**config.mk**
```make
export PLATFORM = sky130hd
export DESIGN_NAME = cfg_routing_mux_flat
export DESIGN_NICKNAME = d
export VERILOG_FILES = /design/src/rtl/cfg_routing_mux_if.sv /design/src/rtl/cfg_routing_mux.sv /design/src/flat_wrapper.sv
export SDC_FILE = /design/constraint.sdc
export NUM_CORES = 1
export LEC_CHECK = 0
export ABC_AREA = 1
export CAP_MARGIN = 10
export CELL_PAD_IN_SITES_DETAIL_PLACEMENT = 1
export CELL_PAD_IN_SITES_GLOBAL_PLACEMENT = 2
export CORE_ASPECT_RATIO = 0.6
export CORE_UTILIZATION = 24
export CTS_CLUSTER_SIZE = 10
export DETAILED_ROUTE_END_ITERATION = 8
export PLACE_DENSITY_LB_ADDON = 0.1
export SLEW_MARGIN = 15
export SYNTH_ARGS = -nofsm -noshare
export SYNTH_HDL_FRONTEND = slang
export SYNTH_SLANG_ARGS = --single-unit
```
**constraint.sdc**
```tcl
create_clock -name prog_clk -period 2.5 [get_ports prog_clk]
set_clock_uncertainty 0.1 [all_clocks]
set_input_delay 0.25 -clock prog_clk [delete_from_list [all_inputs] [get_ports prog_clk]]
set_output_delay 0.25 -clock prog_clk [all_outputs]
set_load 0.02 [all_outputs]
```
**src/rtl/cfg_routing_mux_if.sv**
```systemverilog
// Configuration-chain and data-path signals of one routing multiplexer.
// master drives chain, commit and input buses; slave is the multiplexer itself.
interface cfg_routing_mux_if #(
  parameter int NUM_IN = 8,
  parameter int WIDTH  = 1
);
  localparam int SEL_W = $clog2(NUM_IN + 1);

  logic                    ccff_head;
  logic                    ccff_shift;
  logic                    ccff_tail;
  logic                    cfg_commit;
  logic                    cfg_ack;
  logic                    cfg_err;
  logic [NUM_IN*WIDTH-1:0] in_data;
  logic [WIDTH-1:0]        out_data;
  logic                    out_valid;
  logic [SEL_W-1:0]        active_sel;

  modport master (
    output ccff_head, ccff_shift, cfg_commit, in_data,
    input  ccff_tail, cfg_ack, cfg_err, out_data, out_valid, active_sel
  );

  modport slave (
    input  ccff_head, ccff_shift, cfg_commit, in_data,
    output ccff_tail, cfg_ack, cfg_err, out_data, out_valid, active_sel
  );
endinterface

```
**src/rtl/cfg_routing_mux.sv**
```systemverilog
// Chain-programmed routing multiplexer: picks one of NUM_IN buses or drives a
// synthesizable off state (data 0, valid 0). Code 0 = off, 1..NUM_IN = bus code-1.
module cfg_routing_mux #(
  parameter int NUM_IN  = 8,
  parameter int WIDTH   = 1,
  parameter bit REG_OUT = 1'b0
) (
  input logic              prog_clk,
  input logic              prog_reset_n,
  cfg_routing_mux_if.slave bus
);
  localparam int SEL_W = $clog2(NUM_IN + 1);
  localparam int CNT_W = $clog2(SEL_W + 1);
  localparam logic [CNT_W-1:0] CNT_FULL = CNT_W'(SEL_W);
  localparam logic [SEL_W-1:0] MAX_CODE = SEL_W'(NUM_IN);

  logic [SEL_W-1:0] sr;
  logic [SEL_W-1:0] active_sel;
  logic [CNT_W-1:0] cnt;
  logic             cfg_ack;
  logic             cfg_err;
  logic             full;
  logic             accept;
  logic             sr_legal;
  logic [WIDTH-1:0] mux_data;
  logic             mux_valid;

  // Commit handshake: cfg_commit is a level request sampled each edge; it is
  // accepted only once SEL_W bits have been shifted, answered by a one-cycle
  // cfg_ack. A request seen with too few bits is dropped and flags cfg_err.
  assign full     = (cnt == CNT_FULL);
  assign accept   = bus.cfg_commit && full;
  assign sr_legal = (sr <= MAX_CODE);

  always_ff @(posedge prog_clk) begin
    if (!prog_reset_n) begin
      sr         <= '0;
      cnt        <= '0;
      active_sel <= '0;
      cfg_ack    <= 1'b0;
      cfg_err    <= 1'b0;
    end else begin
      if (bus.ccff_shift) sr <= {sr[SEL_W-2:0], bus.ccff_head};
      if (accept) begin
        active_sel <= sr;
        cfg_ack    <= 1'b1;
        cfg_err    <= !sr_legal;
        cnt        <= bus.ccff_shift ? CNT_W'(1) : '0;
      end else begin
        cfg_ack <= 1'b0;
        if (bus.cfg_commit) cfg_err <= 1'b1;
        if (bus.ccff_shift && !full) cnt <= cnt + 1'b1;
      end
    end
  end

  // Illegal codes match no bus and therefore fall through to the off state.
  always_comb begin
    mux_data  = '0;
    mux_valid = 1'b0;
    for (int k = 0; k < NUM_IN; k++) begin
      if (active_sel == SEL_W'(k + 1)) begin
        mux_data  = bus.in_data[k*WIDTH +: WIDTH];
        mux_valid = 1'b1;
      end
    end
  end

  generate
    if (REG_OUT) begin : g_reg_out
      logic [WIDTH-1:0] data_q;
      logic             valid_q;
      always_ff @(posedge prog_clk) begin
        if (!prog_reset_n) begin
          data_q  <= '0;
          valid_q <= 1'b0;
        end else begin
          data_q  <= mux_data;
          valid_q <= mux_valid;
        end
      end
      assign bus.out_data  = data_q;
      assign bus.out_valid = valid_q;
    end else begin : g_comb_out
      assign bus.out_data  = mux_data;
      assign bus.out_valid = mux_valid;
    end
  endgenerate

  assign bus.ccff_tail  = sr[SEL_W-1];
  assign bus.cfg_ack    = cfg_ack;
  assign bus.cfg_err    = cfg_err;
  assign bus.active_sel = active_sel;
endmodule

```
**src/flat_wrapper.sv**
```systemverilog
// flat-port wrapper written by rule: the top's interface ports become plain ports
module cfg_routing_mux_flat 
#(
  parameter int NUM_IN  = 8,
  parameter int WIDTH   = 1,
  parameter bit REG_OUT = 1'b0
)
  (prog_clk, prog_reset_n, bus_ccff_head, bus_ccff_shift, bus_cfg_commit, bus_in_data, bus_ccff_tail, bus_cfg_ack, bus_cfg_err, bus_out_data, bus_out_valid, bus_active_sel);
  cfg_routing_mux_if #(.NUM_IN(NUM_IN), .WIDTH(WIDTH)) bus_i ();
  input logic prog_clk;
  input logic prog_reset_n;
  input wire logic [$bits(bus_i.ccff_head)-1:0] bus_ccff_head;
  input wire logic [$bits(bus_i.ccff_shift)-1:0] bus_ccff_shift;
  input wire logic [$bits(bus_i.cfg_commit)-1:0] bus_cfg_commit;
  input wire logic [$bits(bus_i.in_data)-1:0] bus_in_data;
  output wire logic [$bits(bus_i.ccff_tail)-1:0] bus_ccff_tail;
  output wire logic [$bits(bus_i.cfg_ack)-1:0] bus_cfg_ack;
  output wire logic [$bits(bus_i.cfg_err)-1:0] bus_cfg_err;
  output wire logic [$bits(bus_i.out_data)-1:0] bus_out_data;
  output wire logic [$bits(bus_i.out_valid)-1:0] bus_out_valid;
  output wire logic [$bits(bus_i.active_sel)-1:0] bus_active_sel;
  assign bus_i.ccff_head = bus_ccff_head;
  assign bus_i.ccff_shift = bus_ccff_shift;
  assign bus_i.cfg_commit = bus_cfg_commit;
  assign bus_i.in_data = bus_in_data;
  assign bus_ccff_tail = bus_i.ccff_tail;
  assign bus_cfg_ack = bus_i.cfg_ack;
  assign bus_cfg_err = bus_i.cfg_err;
  assign bus_out_data = bus_i.out_data;
  assign bus_out_valid = bus_i.out_valid;
  assign bus_active_sel = bus_i.active_sel;
  cfg_routing_mux #(.NUM_IN(NUM_IN), .WIDTH(WIDTH), .REG_OUT(REG_OUT)) u_core (.prog_clk(prog_clk), .prog_reset_n(prog_reset_n), .bus(bus_i));
endmodule
```
# Yosys cells after proc, flatten, opt, wreduce, memory -nomap -nowiden
# Index checks and enable logic that the tools add are counted.
# Widths: inputs -> output; s select.
[classes]
add_sub_neg = 1
magnitude_cmp = 1
n_eq_ne = 9
n_mux = 22
reduce_logical = 6
[ops]
columns = ["op", "count"]
rows = [
  ["$mux 1", 20],
  ["$eq 4x3->1 const B", 4],
  ["$eq 4x2->1 const B", 2],
  ["$mux 3", 2],
  ["$eq 4x1->1 const B", 1],
  ["$eq 4x4->1 const B", 1],
  ["$le 4x4->1 const B", 1],
  ["$reduce_bool 2->1", 2],
  ["$add 3x1->3 const B", 1],
  ["$eq 3x3->1 const B", 1],
  ["$logic_and 1x1->1", 2],
  ["$logic_not 1->1", 2],
]
[totals]
regBits = 13
out_inout_bits = 9
elab_cells = 44

# Logic depth before layout (Yosys ltp)
# Gate-level depths: netlist (run 1).
[depth]
word_depth = 9
mapped_depth = 8
mapped_depth_nobuf = 8

# Worst setup path before layout (run 1)
# OpenSTA, ideal clock, no wires.
[synth_timing]
kind = "reg2out"
startpoint = "register u_core.active_sel[2], in the netlist u_core.bus.active_sel[2]"
endpoint = "output port bus_out_valid"
t_arrival_ps = 1094
required_ps = 2150
path_slack_ps = 1056
stages_incl_launch_ff = 4
n_path_buf = 0
cell_sequence = "dfxtp_1 -> inv_1 -> nand2_1 -> xor2_1"
[synth_via]
elab_chain_cells = 9
elab_cells_between_ends = 16
cone_classes = "eq/ne: 8; mux: 8"
[synth_lines]
columns = ["item", "line_no", "text"]
rows = [
  ["start: declaration", "cfg_routing_mux.sv:18", "logic [SEL_W-1:0] active_sel;"],
  ["start signal: assignment", "cfg_routing_mux.sv:45", "active_sel <= sr;"],
  ["$eq 4x1->1", "cfg_routing_mux.sv:62", "if (active_sel == SEL_W'(k + 1)) begin"],
  ["$mux 1 (7 in a row)", "cfg_routing_mux.sv:62", ""],
  ["$mux 1 (*)", "cfg_routing_mux.sv:62", ""],
  ["end: declaration", "flat_wrapper.sv:20", "output wire logic [$bits(bus_i.out_valid)-1:0] bus_out_valid;"],
]
# Every way passes the cells marked *; elsewhere a longest branch is shown, timed or not.

# Worst setup path after layout (run 1)
[layout_timing]
startpoint = "register u_core.active_sel[2], in the netlist u_core.bus.active_sel[2]"
endpoint = "output port bus_out_data"
[layout_via]
elab_chain_cells = 9
elab_cells_between_ends = 16
cone_classes = "eq/ne: 8; mux: 8"
[layout_lines]
columns = ["item", "line_no", "text"]
rows = [
  ["$eq 4x1->1", "cfg_routing_mux.sv:62", ""],
  ["$mux 1 (7 in a row)", "cfg_routing_mux.sv:62", ""],
  ["$mux 1 (*)", "cfg_routing_mux.sv:62", ""],
  ["end: declaration", "flat_wrapper.sv:19", "output wire logic [$bits(bus_i.out_data)-1:0] bus_out_data;"],
]
# Marks and branches as above.

==> reports/results.txt, run 1 <==
Distinct cells, synth - 14
register cell area after layout - 260 sq um
Logic pwr share - 13.1%
clock sink count - 13
Die Y - 40.8 um
Final Wtd Congestion - 0.722
1st-iter DRT viols - 13
Power Dens Cells - 532 nW/um^2
P_int - 359 uW
layout cells sized above 1 - 4.67%
fin crit share - 85.2%
clk buf depth - 2
TNS Setup - 0 ns
status - finished clean
sequential share of power - 47.1%
Critical Path RT - 2.15 ns
setup bufs post-CTS - 0
Fmax - 470 MHz
Mapped Cells - 83
Top Layer Used - met3
row count - 13
# H-tree levels - 1
Seq/Total Area, Yosys - 43.3%
Worst EP arrival - 1.78 ns
antenna violations before repair - 0
sw frac - 24.1%
CP Launch Type - flip-flop
drt pass-1 iters - 4
GRT Total Usage - 13.6%
total gr overflow - 0
CTS tree - yes
global-route wire length before repair - 2.50 mm
placed wire-length estimate - 1.27 mm
CP Capture Type - primary output
clk_lat worst skew - 0.24 ns
Hold/Removal Path Class - flip-flop to flip-flop
worst IR drop on VDD - 0.000276 V
maxcap violations - 0
met3 routed WL - 77 um
Fin. Hold Viols - 0
hold_ws - 0.401 ns
Worst Path Class, Setup - flip-flop to primary output
final core utilization - 39.3%
TritonCTS buffer count - 3
Multi-input gate area - 283 sq um
most common cell after layout, fill and taps aside - clkdlybuf4s50_1
Post-Syn Area per Cell - 7.24 sq um
post_cts resized - 0
Net Sw Power - 114 uW
nets - 123
commonest non-fill, non-tap cells in the layout - 21 x clkdlybuf4s50_1, 19 x nand2_1, 14 x inv_1
Max FO, Critical Path - 6
# setup viols final - 0
P_leak - 0.385 nW
syn_nets - 98
Post-Route WL - 1.57 mm
DRC - 0
min Tclk post-route - 2.13 ns
Cell Area, Synth - 601 sq um
largest net degree at the start of global routing - 11
fillers - 270
core area - 2260 sq um
via count - 595
wire length per cell - 11.4 um
met1 WL - 921 um
post-synthesis register bit count - 13
die area - 2710 sq um
clock slew at reported path FFs - 0.06 ns
IO Port Bufs - 21
Die W - 66.6 um
# hold bufs at CTS - 0
DR vias/cell - 4.34
relative slew slack - 79.0%
clock root cell - clkbuf_8
vias in the first global route - 529
Post-DRT Antenna Nets - 0
Slew @ Worst Pin - 0.314 ns
met2 wire len - 566 um
Clock Power Share - 39.7%
P&R area growth vs syn - 48.1%
n_diodes - 0
initial core utilization - 26.6%
pins over their slew limit - 0
RSZ-0062 raised after global routing - no
Top Ports - 22
Yosys Warn Count - 0
-- per-layer routing --
metal | GRT usage, % | vias to the layer above
met5 | 0 | -
met4 | 3.19 | 0
met3 | 6.67 | 0
met2 | 17.2 | 11
met1 | 19.6 | 264
li1 | - | 320
-- critical path: stages (launching register included) --
cell and delay, ns:
dfxtp_1 0.42, inv_1 0.16, nand2_1 0.09, nand3_1 0.06, nand2_1 0.07, nand3_1 0.08
nand2_1 0.06, clkdlybuf4s50_1 0.59
-- sequential cells by signal, summed over array words and instances (netlist names) --
name,count
u_core.bus.cfg_err,1
u_core.cnt,3
u_core.sr,4
u_core.bus.cfg_ack,1
u_core.bus.active_sel,4
-- cells by family (layout without fill, tap and decap cells) --
logic type	count (synthesis)	after routing	share of synthesized area [%]
buf+inv	15	39	9.58
simple gates	34	34	25.8
fa+ha+maj	2	2	4.17
flops	13	13	43.3
compound gates	18	18	15.6
xor+xnor	1	1	1.46
-- final timing paths --
check                                               from            end  slack [ns]  cells past startpoint
worst min-delay path                        u_core.sr[1]   u_core.sr[2]        0.40                      2
worst max register to register             u_core.cnt[0]  u_core.cnt[2]        1.12                      5
worst max-delay path            u_core.bus.active_sel[2]   bus_out_data        0.37                      7
worst min register to register              u_core.sr[1]   u_core.sr[2]        0.40                      2
-- power by group through the flow --
stage	Sequential, mW	Clock (mW)	Combinational [mW]
after floorplan	0.229	0	0.0276
after global placement	0.227	0	0.0621
after detailed placement	0.227	0	0.0626
after CTS	0.223	0.195	0.0630
after global routing	0.224	0.206	0.0705
final	0.223	0.188	0.0622
-- cell usage after synthesis, drive strengths merged --
cell type	n	area share [%]
nor3b	1	1.3
buf	1	0.83
xor2	1	1.5
nand3	8	6.7
nand2	19	12
dfxtp	13	43
o21ai	8	6.7
nor2	3	1.9
a21oi	7	5.8
ha	2	4.2
nand4	3	4.2
o22ai	3	3.1
inv	14	8.7
-- metrics by stage --
step / std cells / instance area [sq um] / setup slack, ns / power (mW)
2_1_floorplan: 83 / 601 / 1.06 / 0.256
3_3_place_gp: 133 / 843 / 0.446 / 0.289
3_5_place_dp: 133 / 843 / 0.444 / 0.290
4_1_cts: 137 / 890 / 0.334 / 0.480
5_1_grt: 137 / 890 / 0.230 / 0.500
6_report: 137 / 890 / 0.370 / 0.473
-- layout make-up --
type                       instances  share of cell area (%)
sequential                        13                    29.3
multi-input combinational         55                    31.8
clock inverter                     1                   0.563
tap                               30                    4.22
inverter                          14                    5.91
timing repair buffer              21                    23.6
clock buffer                       3                    4.64
Power figures use the tool's default switching activity.
==> run 2, diff against run 1 <==
--- a/config.mk
+++ b/config.mk
@@ -13,6 +13,7 @@
 export CORE_UTILIZATION = 24
 export CTS_CLUSTER_SIZE = 10
 export DETAILED_ROUTE_END_ITERATION = 8
+export GPL_ROUTABILITY_DRIVEN = 0
 export PLACE_DENSITY_LB_ADDON = 0.1
 export SLEW_MARGIN = 15
 export SYNTH_ARGS = -nofsm -noshare
==> results of run 2 <==
Same layout as run 1: the final DEF is identical, and so are final timing and power.
==> run 3, diff against run 2 <==
--- a/config.mk
+++ b/config.mk
@@ -15,7 +15,7 @@
 export DETAILED_ROUTE_END_ITERATION = 8
 export GPL_ROUTABILITY_DRIVEN = 0
 export PLACE_DENSITY_LB_ADDON = 0.1
-export SLEW_MARGIN = 15
+export SLEW_MARGIN = 20
 export SYNTH_ARGS = -nofsm -noshare
 export SYNTH_HDL_FRONTEND = slang
 export SYNTH_SLANG_ARGS = --single-unit
==> results of run 3 <==
Same layout as run 1: the final DEF is identical, and so are final timing and power.
